--- src/rtl/fifo_wr_arb.sv ---
// fifo_wr_arb: burst-locked round-robin arbiter sharing one async FIFO write port
// among N requesters. Runs entirely in the FIFO write clock domain.
//
// Optional feature macro: FIFO_ARB_FIXED_PRIO_EN
//   defined   -> IDLE winner is the lowest-index requesting bit (no rotation)
//   undefined -> round-robin starting from rr_ptr
//
// Ports:
//   wr_clk, wr_reset_n    write clock, async active-low reset
//   req/req_last/req_data per-requester beat valid, end-of-burst, packed data
//   ack                   combinational beat-accept per requester
//   gnt                   registered one-hot grant
//   fifo_full             FIFO full flag (same-cycle timing)
//   fifo_wr_en/_data      FIFO write port
//   busy                  a grant is active
//   burst_trunc           one-cycle pulse when a grant is released at MAX_BURST
module fifo_wr_arb #(
  parameter int unsigned N         = 4,
  parameter int unsigned W         = 8,
  parameter int unsigned MAX_BURST = 16,
  parameter int unsigned BW        = 5
) (
  input  logic           wr_clk,
  input  logic           wr_reset_n,
  input  logic [N-1:0]   req,
  input  logic [N-1:0]   req_last,
  input  logic [N*W-1:0] req_data,
  output logic [N-1:0]   ack,
  output logic [N-1:0]   gnt,
  input  logic           fifo_full,
  output logic           fifo_wr_en,
  output logic [W-1:0]   fifo_wr_data,
  output logic           busy,
  output logic           burst_trunc
);

  localparam int unsigned IW = (N > 1) ? $clog2(N) : 1;

  typedef enum logic [0:0] {StIdle, StBurst} state_e;

  state_e          state_q, state_d;
  logic [N-1:0]    gnt_q, gnt_d;
  logic [IW-1:0]   gnt_idx_q, gnt_idx_d;
  logic [BW-1:0]   beat_cnt_q, beat_cnt_d;
  logic [IW-1:0]   rr_ptr_q, rr_ptr_d;
  logic            burst_trunc_q, burst_trunc_d;

  logic [IW-1:0]   win_idx;
  logic [IW-1:0]   cand;
  logic            grant_last;
  logic            at_max;

  // Winner search: scan candidates from farthest to nearest so the nearest
  // requesting index (upward from the start point, wrapping) overwrites last.
  always_comb begin
    win_idx = '0;
    cand    = '0;
    for (int k = int'(N) - 1; k >= 0; k--) begin
`ifdef FIFO_ARB_FIXED_PRIO_EN
      cand = IW'(k);
`else
      cand = IW'((int'(rr_ptr_q) + k) % int'(N));
`endif
      if (req[cand]) win_idx = cand;
    end
  end

  // gnt_q is zero outside a burst, so masking with it covers the IDLE case.
  always_comb begin
    ack        = gnt_q & req & {N{~fifo_full}};
    fifo_wr_en = |ack;
    fifo_wr_data = '0;
    for (int i = 0; i < int'(N); i++) begin
      if (ack[i]) fifo_wr_data = req_data[i*W +: W];
    end
  end

  assign gnt         = gnt_q;
  assign busy        = (state_q == StBurst);
  assign burst_trunc = burst_trunc_q;
  assign grant_last  = req_last[gnt_idx_q];
  assign at_max      = (beat_cnt_q == BW'(MAX_BURST - 1));

  always_comb begin
    state_d       = state_q;
    gnt_d         = gnt_q;
    gnt_idx_d     = gnt_idx_q;
    beat_cnt_d    = beat_cnt_q;
    rr_ptr_d      = rr_ptr_q;
    burst_trunc_d = 1'b0;
    unique case (state_q)
      StIdle: begin
        if (|req) begin
          state_d    = StBurst;
          gnt_d      = '0;
          gnt_d[win_idx] = 1'b1;
          gnt_idx_d  = win_idx;
          beat_cnt_d = '0;
        end
      end
      StBurst: begin
        // Beat counter only moves on accepted beats, so full/req-low freeze it.
        if (fifo_wr_en) begin
          beat_cnt_d = beat_cnt_q + 1'b1;
          if (grant_last || at_max) begin
            state_d       = StIdle;
            gnt_d         = '0;
            burst_trunc_d = ~grant_last;
`ifndef FIFO_ARB_FIXED_PRIO_EN
            rr_ptr_d = (gnt_idx_q == IW'(N - 1)) ? '0 : gnt_idx_q + 1'b1;
`endif
          end
        end
      end
      default: state_d = StIdle;
    endcase
  end

  always_ff @(posedge wr_clk or negedge wr_reset_n) begin
    if (!wr_reset_n) begin
      state_q       <= StIdle;
      gnt_q         <= '0;
      gnt_idx_q     <= '0;
      beat_cnt_q    <= '0;
      rr_ptr_q      <= '0;
      burst_trunc_q <= 1'b0;
    end else begin
      state_q       <= state_d;
      gnt_q         <= gnt_d;
      gnt_idx_q     <= gnt_idx_d;
      beat_cnt_q    <= beat_cnt_d;
      rr_ptr_q      <= rr_ptr_d;
      burst_trunc_q <= burst_trunc_d;
    end
  end

endmodule

--- config.mk ---
export PLATFORM = sky130hd
export DESIGN_NAME = fifo_wr_arb
export DESIGN_NICKNAME = d
export VERILOG_FILES = /design/src/rtl/fifo_wr_arb.sv
export SDC_FILE = /design/constraint.sdc
export NUM_CORES = 1
export LEC_CHECK = 0
export BUFFER_PORTS_ARGS = -buffer_cell sky130_fd_sc_hd__buf_2
export CAP_MARGIN = 15
export CORE_ASPECT_RATIO = 1.4
export CORE_MARGIN = 2
export CORE_UTILIZATION = 43
export DETAILED_ROUTE_END_ITERATION = 8
export GPL_TIMING_DRIVEN = 0
export PLACE_DENSITY_LB_ADDON = 0.12
export SLEW_MARGIN = 20
export SYNTH_ARGS = -nofsm -noshare
export SYNTH_HDL_FRONTEND = slang
export SYNTH_SLANG_ARGS = --single-unit
--- constraint.sdc ---
create_clock -name wr_clk -period 2.3 [get_ports wr_clk]
set_input_delay 0.23 -clock wr_clk [delete_from_list [all_inputs] [get_ports wr_clk]]
set_output_delay 0.23 -clock wr_clk [all_outputs]
set_load 0.05 [all_outputs]
==> flow_metrics.tcl, run 1 <==
set metrics [dict create \
    status "finished clean" \
    syn_area_sq_um 1080 \
    holdWs_ns 0.321 \
    drt-initial-drc-count 17 \
    yosys_most_used_dff "dfrtp_1" \
    syn2layout_area_growth_pct 56.3 \
    synth_compound_area_share_pct 27.3 \
    synthTopCellsByArea "dfrtp_1, nand2_1, a221oi_1" \
    async_flop_share_pct 100 \
    die_area_sq_um 2930 \
    synth_top_family_by_area "compound AO/OA/AOI/OAI gates" \
    clockBufferDepth 2 \
    grt_start_max_net_pins 16 \
    post-route-period-util_pct 93.9 \
    grt_use_total_pct 19.3 \
    p_leak_nw 0.820 \
    ys_ff_latch 15 \
    postSynthCellCount 123 \
    p_per_area_nw_per_um2 956 \
    rows 21 \
    io_pins 62 \
    yosysMostFrequentCell "nand2_1" \
    layoutNonFillerInstCount 226 \
    drc_errors 0 \
    totalWireLength_mm 2.87 \
    yosys.area.top_type "dfrtp_1" \
    numCtsBuffers 3 \
    synth_edf_count 0 \
    dr.pass1.iters 4 \
    avgRoutedWirePerCell_um 12.7 \
    finalSetupViolations 0 \
    synth-adder-area-share_pct 3.48 \
    placed_area_sq_um 1550 \
    rsz0062_at_grt "no" \
    cp.required_ns 2.07 \
    ys.warnings.count 0 \
    fin_area_sq_um 1690 \
    maxCapViolCount 0 \
    fin_ws_ns 0.139 \
    critPathMaxFanout 9 \
    antenna_found_initial 0 \
    core_area_sq_um 2390 \
    ir_worst_vdd_uv 659 \
    clk_pin_slew_ns 0.08 \
    grt_pass1_vias 1126 \
    cts.sinks 15 \
    slew_headroom_pct 67.8 \
    grt_pass1_wl_mm 4.41 \
    arrival_ns 1.93 \
    finalSetupTns_ns 0 \
    die_w_um 46.3 \
    cts_tree "yes" \
    hp-class "primary input to flip-flop" \
    h-tree-depth 1 \
    period_needed_ns 2.16 \
    pre_cts_slack_ns 0.254 \
    ys_seq_area_share_pct 34.8 \
    fp.dieH_um 63.3 \
    avgSynthCellArea_sq_um 8.77 \
    grt_overflow_total 0 \
    ant_nets 0 \
    port_buffers 60 \
    slew_violations 0 \
    final_nets 239 \
    critical_path_class "flip-flop to output pin" \
    skew_ns 0.00143 \
    avgViaCountPerCell 5.36 \
    gpl.final_weighted_congestion 0.835 \
    dp_hpwl_mm 2.40 \
    diodes 0 \
    synthXorXnorAreaFrac_pct 0 \
    synthTopCellsByCount "nand2_1, dfrtp_1, nor2_1, a221oi_1, o31ai_1" \
    via_count 1211 \
    syn_nets 169 \
    synth_mux_area_share_pct 9.40 \
    cts_root_buffer "clkbuf_4" \
    max_freq_mhz 463 \
    drive_gt1_share_pct 52.6 \
    fill_cells 195 \
    finalHoldViolCount 0 \
    ys_types 34 \
    startpoint_type "flip-flop" \
    insertion_delay_ns 0.27 \
    initial_core_util_pct 45.1 \
    worst_pin_slew_ns 0.482 \
    dp.cells 217 \
    synth-simple-area-share_pct 21.3 \
    yosysTopAreaCellShare_pct 34.8 \
    critPathCaptureType "output pin" \
]
==> report_power, final <==
part	total (W)	leakage, nW	switching, W	internal (W)
registers	0.000463	0.191	0.000105	0.000358
clock network	0.000144	0.0150	0.0000763	0.0000672
logic	0.00100	0.614	0.000644	0.000360
total	0.00161	0.820	0.000825	0.000786
==> timing repair <==
item | 4_1_cts | 5_1_grt
pin swaps | 0 | 1
setup buffers | 0 | 4
resized for setup | 1 | 8
endpoints found under the setup margin | 8 | 8
hold buffers | 1 | 0
hold endpoints to repair | 15 | 0
==> layout make-up <==
| type | instances | area (sq um) | area share, % |
|---|---|---|---|
| inverter | 4 | 16.3 | 0.965 |
| buffer | 5 | 26.3 | 1.56 |
| multi-input combinational | 99 | 845 | 50.1 |
| tap | 34 | 42.5 | 2.52 |
| timing repair buffer | 65 | 353 | 20.9 |
| sequential | 15 | 377 | 22.3 |
| clock buffer | 4 | 26.3 | 1.56 |
==> path summary, 6_finish.rpt <==
kind | start | end | slack [ns] | depth (start not counted)
setup / recovery | gnt[2] | fifo_wr_data[4] | 0.14 | 7
hold / removal | req[2] | busy | 0.32 | 3
setup reg to reg | beat_cnt_q[0] | rr_ptr_q[0] | 0.43 | 5
hold reg to reg | beat_cnt_q[3] | beat_cnt_q[3] | 0.47 | 1
max in group asynchronous | wr_reset_n | gnt[2] | 1.66 | 2
min in group asynchronous | wr_reset_n | rr_ptr_q[0] | 0.38 | 2
==> registers in the layout, summed over array words and instances (netlist names) <==
name and cells:
busy 1, gnt_idx_q 2, gnt 4, rr_ptr_q 2
beat_cnt_q 5, burst_trunc 1
==> layout by cell type (no fill, tap or decap), types with 2 or more instances in the layout <==
master and instances:
nor2_1 12, clkbuf_1 2, mux2i_1 6, buf_2 62, inv_1 3, a221oi_2 8
dfrtp_1 14, o31ai_4 8, clkbuf_4 3, buf_4 4, a21oi_1 4, nand2_1 27
o32ai_1 4, mux2_4 2, o21ai_0 4, ha_1 3, or2_2 2, nor2_4 2
==> critical path, stage by stage (launching register included) <==
cell	delay [ns]
dfrtp_2	0.42
nand2_1	0.14
or2_2	0.12
buf_2	0.19
clkinv_2	0.20
a221oi_2	0.30
o31ai_4	0.07
buf_2	0.22
==> layer usage <==
layer	global-route usage (%)	vias to the layer above	share of wire, %
met3	2.58	4	7.0
met1	20.0	555	37
met5	0	-	0
met2	37.3	54	55
li1	-	598	-
met4	5.00	0	1.0
==> kinds of logic (layout without fill, tap and decap cells) <==
group,Yosys count,count (layout)
AND/OR/NAND/NOR,52,52
flip-flops,15,15
adder cells (fa/ha/maj),3,3
multiplexers,9,9
AO/OA/AOI/OAI,35,35
buffers and inverters,9,78
==> metrics by stage <==
step | util (%) | total power [W]
after floorplan | - | 0.00121
after global placement | 64.8 | 0.00141
after detailed placement | 64.8 | 0.00143
after CTS | 66.6 | 0.00158
after global routing | 70.5 | 0.00172
final | 70.5 | 0.00161
No activity file was read; power rests on OpenSTA's default activity.
==> inputs of run 2 (changes only) <==
- clock period: 2.3 -> 2.4 ns (I/O delays scaled with it)
==> flow_metrics.tcl, run 2 (same netlist as run 1, synthesis figures left out) <==
set metrics [dict create \
    comb_power_share_pct 61.9 \
    h-tree-depth 1 \
    antenna_found_initial 0 \
    cts.sinks 15 \
    worst_pin_slew_ns 0.507 \
    die_area_sq_um 2930 \
    p_sw_w 0.000781 \
    ant_nets 0 \
    initial_core_util_pct 45.1 \
    p_seq_share_pct 29.3 \
    grt_pass1_vias 1082 \
    critical_path_class "flip-flop to output pin" \
    port_buffers 60 \
    core_area_sq_um 2390 \
    layout_commonest_cell "buf_2" \
    rr_endpoint "rr_ptr_q[1]" \
    postCtsSetupRepairBufs 0 \
    avgRoutedWirePerCell_um 12.6 \
    p_per_area_nw_per_um2 920 \
    via_count 1215 \
    crit_path_end "fifo_wr_data[0]" \
    avgViaCountPerCell 5.45 \
    dp_hpwl_mm 2.38 \
    grt_overflow_total 0 \
    max_freq_mhz 440 \
    grt_start_max_net_pins 16 \
    p_sw_share_pct 51.4 \
    slew_headroom_pct 66.2 \
    drive_gt1_share_pct 51.9 \
    drt-initial-drc-count 10 \
    cts_tree "yes" \
    fill_cells 199 \
    final_nets 236 \
    p_total_w 0.00152 \
    rsz0062_at_grt "no" \
    multi_input_area_sq_um 845 \
    ir_worst_vdd_uv 789 \
    fin_area_sq_um 1650 \
    insertion_delay_ns 0.27 \
    drc_errors 0 \
    numCtsBuffers 3 \
    p_int_w 0.000739 \
    critPathCaptureType "output pin" \
    fp.dieH_um 63.3 \
    maxCapViolCount 0 \
    status "finished clean" \
    totalWireLength_mm 2.81 \
    largest_register_ffs 5 \
    diodes 0 \
    p_clk_share_pct 8.8 \
    slew_violations 0 \
    startpoint_type "flip-flop" \
    r2r-start "beat_cnt_q[0]" \
    placed_area_sq_um 1540 \
    skew_ns 0.00414 \
    post-route-period-util_pct 94.6 \
    die_w_um 46.3 \
    clk_pin_slew_ns 0.08 \
    finalSetupTns_ns 0 \
    hp-class "primary input to flip-flop" \
    cts_root_buffer "clkbuf_4" \
    gpl.final_weighted_congestion 0.852 \
    syn2layout_area_growth_pct 53.2 \
    finalHoldViolCount 0 \
    arrival_ns 2.03 \
    largest-register "beat_cnt_q" \
    period_needed_ns 2.27 \
    cp.required_ns 2.16 \
    rr_worst_depth 5 \
    hold_depth 3 \
    rows 21 \
    io_pins 62 \
    grt_pass1_wl_mm 4.40 \
    layout_common_cells "buf_2, nand2_1, dfrtp_1" \
    rrSetupSlack_ns 0.53 \
    grt_use_total_pct 19.6 \
    seqCellArea_sq_um 377 \
    clockBufferDepth 2 \
    finalSetupViolations 0 \
    p_leak_nw 0.789 \
    critPathMaxFanout 8 \
    dr.pass1.iters 4 \
    cp-startpoint "gnt[1]" \
]
run 2: cell count changes in the layout (fill, tap and decap cells not counted):
cell / delta
buf_4: -3
clkinvlp_4: +2
buf_12: -1
clkinv_2: -1
run 2: layer usage:
metal | global-route usage, % | share of wire [%] | up-vias
li1 | - | - | 594
met1 | 21.5 | 38 | 569
met2 | 37.2 | 54 | 50
met4 | 5.36 | 0.36 | 0
met3 | 1.43 | 7.1 | 2
met5 | 0 | 0 | -
run 2: worst max-delay path: stages, from the launching register on:
cell	delay, ns
dfrtp_1	0.40
nand2_1	0.22
nor3b_4	0.52
a221oi_2	0.14
o31ai_4	0.19
buf_2	0.29
run 2: final cells by class:
class | count | area share [%]
Buffer | 5 | 1.59
Multi-Input combinational cell | 99 | 51.1
Clock buffer | 4 | 1.59
Tap cell | 34 | 2.57
Timing Repair Buffer | 61 | 18.8
Inverter | 4 | 1.14
Sequential cell | 15 | 22.8
Timing Repair inverter | 1 | 0.454
run 2: per-stage QoR:
step / hold slack (ns) / std cells / setup WS, ns / utilization, %
2_1_floorplan: -0.0556 / 123 / 0.00490 / -
3_3_place_gp: 0.153 / 217 / 0.234 / 64.6
3_5_place_dp: 0.162 / 217 / 0.169 / 64.6
4_1_cts: 0.339 / 222 / -0.00653 / 66.6
5_1_grt: 0.359 / 223 / 0.0137 / 69.1
6_report: 0.339 / 223 / 0.129 / 69.1
run 2: power by group through the flow:
stage | combinational [W] | sequential [W] | clock [W]
floorplan | 0.000615 | 0.000541 | 0
global placement | 0.000899 | 0.000446 | 0
detailed placement | 0.000916 | 0.000451 | 0
CTS | 0.000924 | 0.000446 | 0.000142
global route | 0.00102 | 0.000460 | 0.000153
finish | 0.000941 | 0.000445 | 0.000133
run 2: worst min-delay path by stage:
stage	startpoint	to	slack, ns
4_1_cts	req[2]	busy	0.34
2_1_floorplan	wr_reset_n	beat_cnt_q[0]	-0.06
6_report	req[2]	busy	0.34
5_1_grt	req[2]	busy	0.36
3_3_place_gp	wr_reset_n	beat_cnt_q[3]	0.15
3_5_place_dp	wr_reset_n	beat_cnt_q[3]	0.16
run 2: what timing repair did:
item	CTS	global route
gates cloned	0	1
gates resized for setup	2	10
hold endpoints to repair	15	0
hold buffers	1	0
setup endpoints to repair	8	8
==> inputs of run 3 (changes only) <==
- CORE_UTILIZATION: 43 -> 39
- clock period: 2.4 -> 2 ns (I/O delays scaled with it)
==> flow_metrics.tcl, run 3 (same netlist as run 1, synthesis figures left out) <==
set metrics [dict create \
    slew_violations 0 \
    dr.pass1.iters 4 \
    numCtsBuffers 3 \
    port_buffers 60 \
    largest_register_ffs 5 \
    status "finished clean" \
    core_area_sq_um 2620 \
    critPathCaptureType "output pin" \
    rsz0062_at_grt "no" \
    p_leak_nw 0.820 \
    drc_errors 0 \
    clockBufferDepth 2 \
    insertion_delay_ns 0.29 \
    grt_start_max_net_pins 16 \
    p_total_w 0.00194 \
    gpl.final_weighted_congestion 0.838 \
    layout_common_cells "buf_2, nand2_1, nor2_1" \
    totalWireLength_mm 3.08 \
    p_per_area_nw_per_um2 1120 \
    dp_hpwl_mm 2.41 \
    drt-initial-drc-count 27 \
    ir_worst_vdd_uv 682 \
    avgViaCountPerCell 5.47 \
    via_count 1230 \
    grt_overflow_total 0 \
    die_w_um 48.4 \
    critPathMaxFanout 8 \
    hold_depth 3 \
    drive_gt1_share_pct 55.0 \
    avgRoutedWirePerCell_um 13.7 \
    largest-register "beat_cnt_q" \
    clk_pin_slew_ns 0.09 \
    grt_pass1_vias 1275 \
    cp.required_ns 1.80 \
    grt_use_total_pct 20.8 \
    slew_headroom_pct 64.4 \
    cts_root_buffer "clkbuf_4" \
    seqCellArea_sq_um 380 \
    arrival_ns 1.69 \
    die_area_sq_um 3210 \
    rows 22 \
    syn2layout_area_growth_pct 61.0 \
    r2r-start "beat_cnt_q[0]" \
    startpoint_type "flip-flop" \
    fp.dieH_um 66.2 \
    rr_endpoint "rr_ptr_q[0]" \
    critical_path_class "flip-flop to output pin" \
    crit_slowest_cell "dfrtp_2" \
    cts.sinks 15 \
    min_to "busy" \
    pre_cts_slack_ns 0.0392 \
    crit_chain "nand2_4 -> nor3b_4 -> buf_6 -> a221oi_2 -> o31ai_4 -> buf_4" \
    io_pins 62 \
    skew_ns 0.00128 \
    finalHoldViolCount 0 \
    diodes 0 \
    worstHoldStart "req[2]" \
    finalSetupViolations 0 \
    period_needed_ns 1.89 \
    cts_tree "yes" \
    ant_nets 0 \
    grt_pass1_wl_mm 5.25 \
    fin_ws_ns 0.108 \
    initial_core_util_pct 41.2 \
    rrSetupSlack_ns 0.13 \
    maxCapViolCount 0 \
    layout_commonest_cell "buf_2" \
    worst_pin_slew_ns 0.534 \
    antenna_found_initial 0 \
    final_nets 236 \
    max_freq_mhz 529 \
    post-route-period-util_pct 94.6 \
    worst_path_largest_cell_delay_ns 0.44 \
    hp-class "primary input to flip-flop" \
    finalSetupTns_ns 0 \
    rr_worst_depth 5 \
    fill_cells 216 \
    h-tree-depth 1 \
    multi_input_area_sq_um 857 \
]
-- run 3: cell count changes in the layout (fill, tap and decap cells not counted), sizes merged --
| cell | delta |
|---|---|
| clkinv | +2 |
| clkinvlp | -2 |
| buf | +1 |
| clkbuf | -1 |
-- run 3: metal layers --
| metal | up-vias | routed length [um] | global-route usage, % |
|---|---|---|---|
| met5 | - | 0 | 0 |
| met3 | 5 | 189 | 4.07 |
| met1 | 580 | 1090 | 18.1 |
| li1 | 593 | - | - |
| met4 | 0 | 57 | 11.1 |
| met2 | 52 | 1740 | 43.8 |
-- run 3: power by group --
part	internal (W)	switching, W
logic	0.000462	0.000754
registers	0.000417	0.000130
clock network	0.0000745	0.000101
-- run 3: critical path, delay by kind of cell, from the launching register on --
kind                   cells  cell delay (ns)
DFF                        1             0.44
buffers and inverters      2             0.39
and+or+nand+nor            2             0.30
AOI/OAI and AO/OA          2             0.25
-- run 3: worst max path at each step --
stage	startpoint	endpoint	slack [ns]
after CTS	gnt[1]	fifo_wr_data[3]	0.01
after global placement	gnt[1]	fifo_wr_data[0]	0.1
after detailed placement	gnt[1]	fifo_wr_data[3]	0.04
after floorplan	gnt[1]	fifo_wr_data[0]	0.03
after global routing	gnt[1]	fifo_wr_data[3]	0.02
final	gnt[1]	fifo_wr_data[5]	0.11
-- run 3: what timing repair did --
action / CTS / global route
setup buffers: 2 / 0
pin swaps: 1 / 0
hold endpoints to repair: 15 / 0
setup endpoints to repair: 8 / 8
hold buffers: 1 / 0
resized for setup: 17 / 10
-- run 3: layout make-up --
type,count,area share (%)
well taps,36,2.59
clock buffers,3,1.30
plain buffers,4,1.37
repair buffers,63,21.6
inverters,4,1.59
clock inverters,1,0.288
flip-flops and latches,15,21.9
multi-input cells,99,49.4
-- run 3: through the flow --
stage	utilization [%]	area [sq um]	hold WS, ns	instances
finish	66.4	1740	0.302	225
global route	66.4	1740	0.338	225
detailed placement	60.3	1580	0.121	219
global placement	60.3	1580	0.118	219
CTS	65.3	1710	0.300	226
floorplan	-	1230	-0.0956	123
